[src/rtl/sat_counter.sv]
`default_nettype none
// ============================================================================
//  Module      : sat_counter
//  Description : Up-counter that sticks at all-ones instead of wrapping.
//                Synchronous clear has priority over increment.
//  Revision    : 1.0 - initial release
// ============================================================================
module sat_counter #(
    parameter int W = 8
) (
    input  logic         clk,
    input  logic         reset,
    input  logic         clr,
    input  logic         inc,
    output logic [W-1:0] q
);

    localparam logic [W-1:0] C_MAX = {W{1'b1}};

    logic [W-1:0] q_q;
    logic [W-1:0] q_d;

    // Next count: clear, else step unless already saturated.
    always_comb begin
        q_d = q_q;
        if (clr) begin
            q_d = '0;
        end else if (inc && (q_q != C_MAX)) begin
            q_d = q_q + W'(1);
        end
    end

    // Count register with synchronous active-low reset.
    always_ff @(posedge clk) begin
        if (!reset) begin
            q_q <= '0;
        end else begin
            q_q <= q_d;
        end
    end

    assign q = q_q;

endmodule
`default_nettype wire

[config.mk]
export PLATFORM = sky130hd
export DESIGN_NAME = sat_counter
export DESIGN_NICKNAME = d
export VERILOG_FILES = /design/src/rtl/sat_counter.sv
export SDC_FILE = /design/constraint.sdc
export NUM_CORES = 1
export LEC_CHECK = 0
export BUFFER_PORTS_ARGS = -buffer_cell sky130_fd_sc_hd__buf_2
export CAP_MARGIN = 10
export CORE_AREA = 4 4 41 43
export CTS_CLUSTER_DIAMETER = 30
export DETAILED_ROUTE_END_ITERATION = 6
export DIE_AREA = 0 0 45 47
export GPL_TIMING_DRIVEN = 0
export PLACE_DENSITY = 0.66
export SLEW_MARGIN = 20
export SYNTH_ARGS = -nofsm -noshare
export SYNTH_HDL_FRONTEND = slang
export SYNTH_SLANG_ARGS = --single-unit
[constraint.sdc]
create_clock -name clk -period 1.2 [get_ports clk]
set_input_delay 0 -clock clk [delete_from_list [all_inputs] [get_ports clk]]
set_output_delay 0 -clock clk [all_outputs]
set_load 0.02 [all_outputs]
## After elaboration in Yosys (flattened, before gate mapping)

Cells that the tools add are included.

- Register bits after elaboration: 8
- Bits in latches: 0
- Memory bits (writable): 0
- Memory bits (read-only): 0
- Input port bits: 4
- Output and inout bits: 8
- Logic and storage cells: 6
- Memories kept: 0

- Add/sub/neg operators: 1
- $mul: 0
- Div/mod/pow operators: 0
- Magnitude comparators: 0
- Equality and inequality tests: 1
- Shift-type cells: 0
- Muxes and demuxes: 0
- Bitwise gates (word level): 1
- Reductions and logical operators: 2

Operator list:

| operator | count |
|---|---|
| adder 8 x 1 -> 8 bit (second input constant) | 1 |
| inequality test 8 bit (second input constant) | 1 |
| OR reduction 2 bit | 1 |
| logical AND 1 bit | 1 |
| NOT 1 bit | 1 |

## Longest topological paths before layout

- Word-level depth: 2
- Depth in mapped cells: 4
- Depth with buffers taken out: 4

## Least setup slack after synthesis

Ideal clock, no wire load.

- Kind: register to register
- Start point: reg q_q[0] (netlist: q[0])
- End point: reg q_q[5] (netlist: q[5])
- Setup time: 0.072 ns
- Arrival: 1.263 ns
- Required time: 1.128 ns
- Slack: -0.135 ns
- Cell stages (with the launch flop): 5
- Path buffers: 0
- Cell sequence: dfxtp_1 > ha_1 > and4_4 > a211oi_2 > mux2i_1

- Word-level cells in the longest chain between the ends: 2
- Elaborated cells between the ends (all ways): 3

RTL lines:

| element | line | text |
|---|---|---|
| start: declaration | 20 | `logic [W-1:0] q_q;` |
| start signal: assignment | 38 | `q_q <= q_d;` |
| branches (longest 2 deep; another with adder 8 x 1 -> 8 bit) | -- |  |

Several ways; the timed one is not identified.
A chain may end at the register's enable or synchronous reset.

## Worst setup path in the final report

- Start point: reg q_q[1] (netlist: q[1])
- End point: reg q_q[5] (netlist: q[5])

Same word-level chain as after synthesis.

==> impl_metrics.ini <==
[power_and_ir_drop]
power.total_uw = 534
irDropWorstVdd_mv = 0.628
p_leak_uw = 0.000247
power_switching_uw = 124
p_comb_frac = 0.069
cell_internal_pwr_uw = 410
power_frac_seq = 0.501
p_clk_frac = 0.431
powerDensity_mw_per_mm2 = 918
sw_frac_of_total = 0.232

[finish]
stdcell_area_sq_um = 582
fillers = 134
drive_above_1_share = 0.453
diodes = 0
fin_nets = 70
largest_reg_flops = 8
syn_to_final_growth_pct = 38.0

[cts]
path_clk_slew_ns = 0.06
clkSinkCount = 8
root_buffer = clkbuf_4
ctsLongestPathBuffers = 2
cts_buffers = 3
htree_levels = 1
cts_tree = built
clock_latency_ns = 0.26

[yosys]
synthMostInstantiatedCell = dfxtp_1
syn_inst = 46
synth_seq_cells = 8
synth_ff_type = dfxtp_1
synth_edf_count = 0
netlist.top_cell.by_area = dfxtp_1
syn_nets = 51
yosysSeqAreaShare = 0.380
syn_avg_cell_area_sq_um = 9.17
synthTopCellsByCount = dfxtp_1 (8), a21oi_1 (5), nand2_1 (5)
synth_area_leaders = dfxtp_1 (38%), and4_1 (8.3%), mux2i_1 (7.1%), a21oi_1 (5.9%), nand2_1 (4.5%)
synth_cell_type_count = 19
yosys_warnings = 0
synth-async-reset-ratio = 0
synth_top_area_share = 0.380
syn_area_sq_um = 422

[hold_path]
hp-class = in2reg

[timing]
finalMaxSlewViolations = 0
tightest_slew_ns = 0.522
setup_viol_count_final = 0
final_hold_viol_count = 0
slew_headroom = 0.652
rsz0062_at_grt = yes
finClkSkew_ns = 0.0105
fmax_mhz = 843
finalCriticalPeriod_ns = 1.19
fin_crit_sh = 0.989

[global_routing]
grt_usage = 0.122
grt_overflow = 0
antenna_found_initial = 0
grt_pass1_vias = 411
grt_max_degree = 10
grt_pass1_wl_um = 1770

[setup_path]
end_kind = flop
path_class = reg2reg
cp_max_fo = 4
cp.arrival_ns = 1.37
r2r_slack_ns = 0.01
crit_required_ns = 1.38
startpoint_type = flop

[routing]
drt_iter0_markers = 7
vias = 430
finalWirelength_um = 989
avgRoutedWirePerCell_um = 12.5
vias_per_cell = 5.44
drc = 0
ant_nets = 0
firstDrtPassIters = 4

[floorplanning]
num_rows = 13
core_sq_mm = 0.00130
die_w_um = 45
die-area_sq_mm = 0.00212
initial_core_util = 0.324
die_h_um = 47
io_pins = 12

[placement]
gp_congestion = 0.809
dpl_cell_area_sq_um = 505
io_buffers = 11

[run]
cap_violations = 0

[status]
status = finished, final reports clean
cells in the final DEF (no fill, tap or decap), types with 2 or more instances in the layout:
master	n
a31oi_1	2
nand2b_1	3
mux2i_1	3
nand2_1	5
and4_1	4
nor2b_1	3
a21oi_1	5
clkbuf_4	3
dfxtp_1	3
dfxtp_2	3
o21ai_0	2
dfxtp_4	2
buf_2	11
buf_4	3
path summary, 6_finish.rpt:
path                startpoint                 to  depth (start not counted)
min                      reset  q[2]$_SDFFE_PP0P_                          3
max reg2reg  q[1]$_SDFFE_PP0P_  q[5]$_SDFFE_PP0P_                          4
min reg2reg  q[3]$_SDFFE_PP0P_  q[3]$_SDFFE_PP0P_                          1
max          q[1]$_SDFFE_PP0P_  q[5]$_SDFFE_PP0P_                          4
cells by family (layout without fill, tap and decap cells):
| kind of cell | after synthesis | after routing | share of synthesized area |
|---|---|---|---|
| AO/OA/AOI/OAI | 12 | 12 | 0.190 |
| AND/OR/NAND/NOR | 22 | 22 | 0.329 |
| multiplexers | 3 | 3 | 0.0712 |
| adder cells (fa/ha/maj) | 1 | 1 | 0.0297 |
| buffers and inverters | 0 | 18 | 0 |
| flip-flops | 8 | 8 | 0.380 |
metrics by stage:
step | setup WS, ns | hold slack [ns] | instances | util | setup TNS [ns]
2_1_floorplan | -0.00135 | 0.183 | 46 | - | -0.00135
3_3_place_gp | -0.0212 | 0.336 | 72 | 0.388 | -0.0343
3_5_place_dp | -0.0444 | 0.332 | 72 | 0.388 | -0.101
4_1_cts | -0.0289 | 0.0652 | 79 | 0.439 | -0.0289
5_1_grt | -0.0430 | 0.0804 | 79 | 0.447 | -0.0770
6_report | 0.0132 | 0.0754 | 79 | 0.447 | 0
power by group through the flow:
stage                     logic [uW]  registers (uW)  clock network (uW)
after global routing            41.7             267                 262
after global placement          28.9             274                   0
after CTS                       36.8             267                 234
after detailed placement        29.5             274                   0
final                           36.8             267                 230
after floorplan                 14.4             277                   0
area by class of cell:
type                       count  area, sq um  area share
timing repair buffer          14         77.6       0.133
sequential                     8          171       0.295
tap                           15         18.8      0.0323
clock buffer                   4         26.3      0.0452
multi-input combinational     38          288       0.495
metal layers:
metal  up-vias  global-route usage  part of all wire
met4         0              0.0877             0.026
met5         -                   0                 0
met1       202               0.139              0.45
met2         9               0.186              0.47
li1        215                   -                 -
met3         4              0.0460             0.050
timing repair:
action                                  in CTS  in global routing
endpoints found under the hold margin        0                  0
endpoints found under the setup margin       5                  6
gates resized for setup                      2                  5
hold buffers                                 0                  0
buffers inserted                             3                  0
pin swaps                                    2                  2
critical path: stages (launching register included):
cell and delay [ns]:
dfxtp_4 0.35, ha_4 0.16, and4_4 0.21, a211oi_2 0.20
mux2i_1 0.19
(Power assumes the default switching activity.)
